===== src/rtl/rect_block_sequencer_pkg.sv =====
// Shared sizing and state encoding for the RECTANGLE block sequencer and its round counter.
package rect_pkg;

  localparam int BLOCK_W    = 64;
  localparam int KEY_W      = 80;
  localparam int NUM_ROUNDS = 25;
  localparam int CNT_W      = $clog2(NUM_ROUNDS) + 1;

  typedef enum logic [1:0] {
    IDLE,
    START,
    RUN,
    OUT
  } state_e;

endpackage


===== src/rtl/rect_block_sequencer_if.sv =====
// Input stream, core drive/sample and output stream of the RECTANGLE sequencer.
// With RECT_CBC_EN defined the bundle also carries the iv_load/iv chaining inputs.
interface rect_block_sequencer_if;
  import rect_pkg::*;

  logic               s_valid;
  logic               s_ready;
  logic [BLOCK_W-1:0] s_text;
  logic [KEY_W-1:0]   s_key;
  logic               s_ed;

  logic               core_start;
  logic [BLOCK_W-1:0] core_text;
  logic [KEY_W-1:0]   core_key;
  logic               core_ed;
  logic [BLOCK_W-1:0] core_result;

  logic               m_valid;
  logic               m_ready;
  logic [BLOCK_W-1:0] m_text;

`ifdef RECT_CBC_EN
  logic               iv_load;
  logic [BLOCK_W-1:0] iv;

  modport master (
    input  s_valid, s_text, s_key, s_ed, core_result, m_ready, iv_load, iv,
    output s_ready, core_start, core_text, core_key, core_ed, m_valid, m_text
  );

  modport slave (
    output s_valid, s_text, s_key, s_ed, core_result, m_ready, iv_load, iv,
    input  s_ready, core_start, core_text, core_key, core_ed, m_valid, m_text
  );
`else
  modport master (
    input  s_valid, s_text, s_key, s_ed, core_result, m_ready,
    output s_ready, core_start, core_text, core_key, core_ed, m_valid, m_text
  );

  modport slave (
    output s_valid, s_text, s_key, s_ed, core_result, m_ready,
    input  s_ready, core_start, core_text, core_key, core_ed, m_valid, m_text
  );
`endif

endinterface


===== src/rtl/rect_round_counter.sv =====
// Round counter for the sequencer: cleared when a block is launched, counts while the core runs,
// flags the last round. Never wraps because it is cleared before every block.
module rect_round_counter
  import rect_pkg::*;
(
  input  logic clk,
  input  logic R,
  input  logic clear_i,
  input  logic en_i,
  output logic done_o
);

  logic [CNT_W-1:0] count_q;
  logic [CNT_W-1:0] count_d;

  always_comb begin
    count_d = count_q;
    if (clear_i) begin
      count_d = '0;
    end else if (en_i) begin
      count_d = count_q + 1'b1;
    end
  end

  always_ff @(posedge clk or negedge R) begin
    if (!R) begin
      count_q <= '0;
    end else begin
      count_q <= count_d;
    end
  end

  assign done_o = (count_q == CNT_W'(NUM_ROUNDS - 1));

endmodule


===== src/rtl/rect_block_sequencer.sv =====
// Valid/ready sequencer around the iterative RECTANGLE core: one block in flight, result held until taken.
// Optional CBC chaining is compiled in when RECT_CBC_EN is defined.
module rect_block_sequencer
  import rect_pkg::*;
(
  input  logic                   clk,
  input  logic                   R,
  rect_block_sequencer_if.master bus,
  output logic                   busy
);

  state_e             state_q, state_d;
  logic [BLOCK_W-1:0] text_q, text_d;
  logic [KEY_W-1:0]   key_q, key_d;
  logic               ed_q, ed_d;
  logic [BLOCK_W-1:0] m_text_q, m_text_d;
`ifdef RECT_CBC_EN
  logic [BLOCK_W-1:0] chain_q, chain_d;
`endif

  logic s_ready_c;
  logic core_start_c;
  logic m_valid_c;
  logic accept;
  logic capture;
  logic cnt_clear;
  logic cnt_en;
  logic cnt_done;

  rect_round_counter u_round_counter (
    .clk     (clk),
    .R       (R),
    .clear_i (cnt_clear),
    .en_i    (cnt_en),
    .done_o  (cnt_done)
  );

  always_comb begin
    state_d      = state_q;
    s_ready_c    = 1'b0;
    core_start_c = 1'b0;
    m_valid_c    = 1'b0;
    accept       = 1'b0;
    capture      = 1'b0;
    cnt_clear    = 1'b0;
    cnt_en       = 1'b0;
    case (state_q)
      IDLE: begin
`ifdef RECT_CBC_EN
        s_ready_c = !bus.iv_load;
`else
        s_ready_c = 1'b1;
`endif
        if (bus.s_valid && s_ready_c) begin
          accept  = 1'b1;
          state_d = START;
        end
      end
      START: begin
        core_start_c = 1'b1;
        cnt_clear    = 1'b1;
        state_d      = RUN;
      end
      RUN: begin
        cnt_en = 1'b1;
        if (cnt_done) begin
          capture = 1'b1;
          state_d = OUT;
        end
      end
      OUT: begin
        m_valid_c = 1'b1;
        // Ready follows the consumer so a new block can enter on the same handshake edge.
        s_ready_c = bus.m_ready;
        if (bus.m_ready) begin
          if (bus.s_valid) begin
            accept  = 1'b1;
            state_d = START;
          end else begin
            state_d = IDLE;
          end
        end
      end
      default: state_d = IDLE;
    endcase
  end

  always_comb begin
    key_d    = key_q;
    ed_d     = ed_q;
    text_d   = text_q;
    m_text_d = m_text_q;
`ifdef RECT_CBC_EN
    chain_d  = chain_q;
    if (state_q == IDLE && bus.iv_load) begin
      chain_d = bus.iv;
    end
    if (accept) begin
      text_d = bus.s_ed ? (bus.s_text ^ chain_q) : bus.s_text;
    end
    // Decrypt keeps the untouched ciphertext in text_q, which becomes the next chain value.
    if (capture) begin
      if (ed_q) begin
        m_text_d = bus.core_result;
        chain_d  = bus.core_result;
      end else begin
        m_text_d = bus.core_result ^ chain_q;
        chain_d  = text_q;
      end
    end
`else
    if (accept) begin
      text_d = bus.s_text;
    end
    if (capture) begin
      m_text_d = bus.core_result;
    end
`endif
    if (accept) begin
      key_d = bus.s_key;
      ed_d  = bus.s_ed;
    end
  end

  always_ff @(posedge clk or negedge R) begin
    if (!R) begin
      state_q  <= IDLE;
      text_q   <= '0;
      key_q    <= '0;
      ed_q     <= 1'b0;
      m_text_q <= '0;
`ifdef RECT_CBC_EN
      chain_q  <= '0;
`endif
    end else begin
      state_q  <= state_d;
      text_q   <= text_d;
      key_q    <= key_d;
      ed_q     <= ed_d;
      m_text_q <= m_text_d;
`ifdef RECT_CBC_EN
      chain_q  <= chain_d;
`endif
    end
  end

  assign bus.s_ready    = s_ready_c;
  assign bus.core_start = core_start_c;
  assign bus.core_text  = text_q;
  assign bus.core_key   = key_q;
  assign bus.core_ed    = ed_q;
  assign bus.m_valid    = m_valid_c;
  assign bus.m_text     = m_text_q;
  assign busy           = (state_q != IDLE);

endmodule

===== src/flat_wrapper.sv =====
// flat-port wrapper written by rule: the top's interface ports become plain ports
module rect_block_sequencer_flat import rect_pkg::*;
  (clk, R, busy, bus_s_valid, bus_s_text, bus_s_key, bus_s_ed, bus_core_result, bus_m_ready, bus_s_ready, bus_core_start, bus_core_text, bus_core_key, bus_core_ed, bus_m_valid, bus_m_text);
  rect_block_sequencer_if bus_i ();
  input  logic clk;
  input  logic R;
  output logic busy;
  input wire logic [$bits(bus_i.s_valid)-1:0] bus_s_valid;
  input wire logic [$bits(bus_i.s_text)-1:0] bus_s_text;
  input wire logic [$bits(bus_i.s_key)-1:0] bus_s_key;
  input wire logic [$bits(bus_i.s_ed)-1:0] bus_s_ed;
  input wire logic [$bits(bus_i.core_result)-1:0] bus_core_result;
  input wire logic [$bits(bus_i.m_ready)-1:0] bus_m_ready;
  output wire logic [$bits(bus_i.s_ready)-1:0] bus_s_ready;
  output wire logic [$bits(bus_i.core_start)-1:0] bus_core_start;
  output wire logic [$bits(bus_i.core_text)-1:0] bus_core_text;
  output wire logic [$bits(bus_i.core_key)-1:0] bus_core_key;
  output wire logic [$bits(bus_i.core_ed)-1:0] bus_core_ed;
  output wire logic [$bits(bus_i.m_valid)-1:0] bus_m_valid;
  output wire logic [$bits(bus_i.m_text)-1:0] bus_m_text;
  assign bus_i.s_valid = bus_s_valid;
  assign bus_i.s_text = bus_s_text;
  assign bus_i.s_key = bus_s_key;
  assign bus_i.s_ed = bus_s_ed;
  assign bus_i.core_result = bus_core_result;
  assign bus_i.m_ready = bus_m_ready;
  assign bus_s_ready = bus_i.s_ready;
  assign bus_core_start = bus_i.core_start;
  assign bus_core_text = bus_i.core_text;
  assign bus_core_key = bus_i.core_key;
  assign bus_core_ed = bus_i.core_ed;
  assign bus_m_valid = bus_i.m_valid;
  assign bus_m_text = bus_i.m_text;
  rect_block_sequencer u_core (.clk(clk), .R(R), .bus(bus_i), .busy(busy));
endmodule

===== config.mk =====
export PLATFORM = sky130hd
export DESIGN_NAME = rect_block_sequencer_flat
export DESIGN_NICKNAME = d
export VERILOG_FILES = /design/src/rtl/rect_block_sequencer_pkg.sv /design/src/rtl/rect_block_sequencer_if.sv /design/src/rtl/rect_round_counter.sv /design/src/rtl/rect_block_sequencer.sv /design/src/flat_wrapper.sv
export SDC_FILE = /design/constraint.sdc
export NUM_CORES = 1
export LEC_CHECK = 0
export CAP_MARGIN = 20
export CORE_AREA = 4 4 164 166
export DETAILED_ROUTE_END_ITERATION = 8
export DIE_AREA = 0 0 168 170
export PLACE_DENSITY = 0.72
export SYNTH_ARGS = -nofsm -noshare
export SYNTH_HDL_FRONTEND = slang
export SYNTH_SLANG_ARGS = --single-unit

===== constraint.sdc =====
create_clock -name clk -period 2.15 [get_ports clk]
set_clock_uncertainty 0.15 [all_clocks]
set_input_delay 0.43 -clock clk [delete_from_list [all_inputs] [get_ports clk]]
set_output_delay 0.43 -clock clk [all_outputs]
set_load 0.03 [all_outputs]

==> flow_metrics.py <==
metrics = {
    "placement": {
        "port_buffers": 425,
        "placed_area_sq_um": 13300,
        "dp.cells": 1257,
        "place_hpwl_um": 17400,
        "gp_congestion": 0.781,
    },
    "synthesis": {
        "yosys.area.top_type": "dfrtp_1",
        "seq_area_frac_synth_pct": 63.6,
        "synth_nets": 717,
        "ys.flop_type": "dfrtp_1",
        "yosysUniqueCellTypes": 25,
        "synth_area_per_cell_sq_um": 17.2,
        "ys_ff_latch": 217,
        "postSynthCellCount": 497,
        "ys_top_cells_by_area": "dfrtp_1 (64%), mux2_2 (20%), mux2_4 (11%)",
        "synth-edff-count": 0,
        "synth_top_area_share_pct": 63.6,
        "yosysWarnings": 0,
        "yosys.cell_count.top_type": "dfrtp_1",
        "synth-async-reset-ratio_pct": 100,
        "ys_top_cells_by_count": "dfrtp_1 (217), mux2_2 (151), mux2_4 (60)",
        "synth_area_sq_um": 8540,
    },
    "clocking": {
        "cts_made_buffers": 24,
        "ctsHtreeMaxLevel": 1,
        "clockBufferDepth": 3,
        "root_buffer": "clkbuf_16",
        "cts_tree": "done",
        "clkSlewWorstSetupHoldPaths_ns": 0.06,
        "clock_sinks": 217,
        "clkLatencyLatePin_ns": 0.51,
    },
    "pwr": {
        "power_frac_comb_pct": 48.8,
        "leakage_nw": 6.96,
        "switching_share_pct": 38.8,
        "ir_drop_mv": 1.03,
        "p_int_mw": 13.0,
        "powerDensity_nw_per_um2": 1500,
        "p_clk_share_pct": 19.5,
        "finalPower_mw": 21.3,
        "pwr-share-seq_pct": 31.7,
        "power.switching_mw": 8.26,
    },
    "route": {
        "wl_met1_um": 9170,
        "routed_wl_um": 23500,
        "wl_per_cell_um": 18.0,
        "drc": 0,
        "drt_iter0_drc": 212,
        "met2_length_um": 11600,
        "antenna_left": 0,
        "drtPass1Iterations": 4,
        "via_per_inst": 4.52,
        "met3WireLength_um": 2210,
        "vias": 5898,
        "highest_layer": "met4",
    },
    "timing": {
        "fin_crit_sh_pct": 100,
        "hold_viol_final": 0,
        "setup_viol": 2,
        "slew_headroom_pct": 75.3,
        "rsz0062_at_grt": "yes",
        "max_freq_mhz": 464,
        "final.min_clock_period_ns": 2.15,
        "fin_hold_ws_ns": 0.244,
        "setup_ws_ns": -0.00411,
        "final-max-slew-violation-count": 0,
        "tightest_slew_ns": 0.373,
    },
    "global_routing": {
        "grt_pass1_vias": 6423,
        "antenna_found_initial": 0,
        "grt_use_total_pct": 15.5,
        "grt_max_degree": 54,
        "grt_pass1_wl_um": 36000,
        "grt_overflow": 0,
    },
    "floorplanning": {
        "die_w_um": 168,
        "initial_core_util_pct": 33.3,
        "die_h_um": 170,
        "io-pin-count": 426,
        "rows": 59,
        "core_sq_um": 25600,
        "die_area_sq_um": 28600,
    },
    "final_layout": {
        "drive_above_1_share_pct": 30.5,
        "nFillCells": 2155,
        "design_area_sq_um": 14200,
        "fin_nets": 1173,
        "post-route-util_pct": 55.4,
        "final_cells": 1304,
        "antenna_cells": 0,
        "syn_to_final_growth_pct": 66.0,
    },
    "status": {
        "status": "finished, violations left",
        "failed_checks": "negative setup slack",
    },
    "min_path": {
        "hold_path_class": "primary input to async pin",
    },
    "worst_setup_path": {
        "end_kind": "flip-flop",
        "start_kind": "flip-flop",
        "worstPathMaxFanout": 13,
        "arrival_ns": 2.40,
        "crit_required_ns": 2.39,
        "criticalPathCategory": "flip-flop to flip-flop",
    },
    "job": {
        "maxCapViolations": 0,
    },
}
-- critical path, cell delays in order (launching register included) --
cell       delay (ns)
dfrtp_1          0.38
inv_1            0.07
ha_1             0.13
or4b_4           0.46
or2_4            0.32
clkbuf_16        0.22
mux2_4           0.30
-- per-stage QoR --
stage               worst slack [ns]   TNS, ns
global placement              -0.139    -17.84
floorplan                    -0.0326     -1.30
CTS                          -0.0216   -0.0216
detailed placement            -0.153    -17.74
finish                      -0.00411  -0.00564
global route                 -0.0505     -1.57
-- state kept, by name (all words and copies together), names as in the netlist --
signal,flops
u_core.bus.core_key,80
u_core.bus.core_text,64
u_core.bus.m_text,64
u_core.u_round_counter.count_q,6
u_core.state_q,2
u_core.bus.core_ed,1
-- metal layers --
layer | GRT usage (%) | vias up
met5 | 0 | -
met4 | 4.16 | 0
met3 | 5.39 | 43
met2 | 26.7 | 264
met1 | 18.8 | 2935
li1 | - | 2656
-- final cells by class --
| class | count | area, sq um | share of cell area, % |
|---|---|---|---|
| Multi-Input combinational cell | 247 | 2910 | 20.6 |
| Clock inverter | 9 | 100 | 0.706 |
| Inverter | 9 | 36.3 | 0.256 |
| Timing Repair Buffer | 454 | 4570 | 32.2 |
| Sequential cell | 217 | 5430 | 38.3 |
| Tap cell | 335 | 419 | 2.96 |
| Clock buffer | 33 | 706 | 4.98 |
-- cells by family (layout without fill, tap and decap cells) --
group / count (synthesis) / count (layout) / share of synthesized area, %
AOI/OAI and AO/OA: 13 / 13 / 0.908
xor gates and xnor gates: 2 / 2 / 0.205
adders and majority gates: 7 / 7 / 1.03
buffers and inverters: 33 / 505 / 2.90
DFF: 217 / 217 / 63.6
muxes: 211 / 211 / 30.5
and+or+nand+nor: 14 / 14 / 0.923
-- final timing paths --
kind | start | end | slack, ns | cells after the start
worst max-delay path | u_core.u_round_counter.count_q[1]$_DFFE_PN0P_ | u_core.bus.m_text[27]$_DFFE_PN0P_ | -0.004 | 6
worst min-delay path | R | u_core.bus.core_text[11]$_DFFE_PN0P_ | 0.24 | 2
worst max register to register | u_core.u_round_counter.count_q[1]$_DFFE_PN0P_ | u_core.bus.m_text[27]$_DFFE_PN0P_ | -0.004 | 6
worst min register to register | u_core.bus.core_key[68]$_DFFE_PN0P_ | u_core.bus.core_key[68]$_DFFE_PN0P_ | 0.35 | 1
max in group asynchronous | R | u_core.bus.m_text[58]$_DFFE_PN0P_ | 0.98 | 3
min in group clk | u_core.bus.core_key[68]$_DFFE_PN0P_ | u_core.bus.core_key[68]$_DFFE_PN0P_ | 0.35 | 1
-- power by group through the flow --
stage | registers (mW) | logic (mW) | clock network [mW]
after floorplan | 10.2 | 3.10 | 0
after global placement | 6.80 | 11.1 | 0
after detailed placement | 6.86 | 11.3 | 0
after CTS | 6.78 | 10.6 | 4.30
after global routing | 6.99 | 11.0 | 4.47
final | 6.74 | 10.4 | 4.15
-- placed cells by master (no fill, tap or decap), types with 4 or more instances in the layout --
cell	count
dlymetal6s2s_1	65
mux2_4	60
a21oi_1	4
clkbuf_8	6
buf_4	21
dlygate4sd2_1	135
inv_1	6
mux2_2	151
ha_1	4
buf_12	6
dfrtp_1	215
clkbuf_16	27
clkinv_2	5
clkdlybuf4s50_1	220
-- timing repair --
action,in CTS,in global routing
endpoints found under the hold margin,27,0
hold buffers,1,0
setup buffers,0,2
pin swaps,2,0
endpoints found under the setup margin,139,120
cloned,0,2
gates resized for setup,148,69
(Power assumes the default switching activity.)
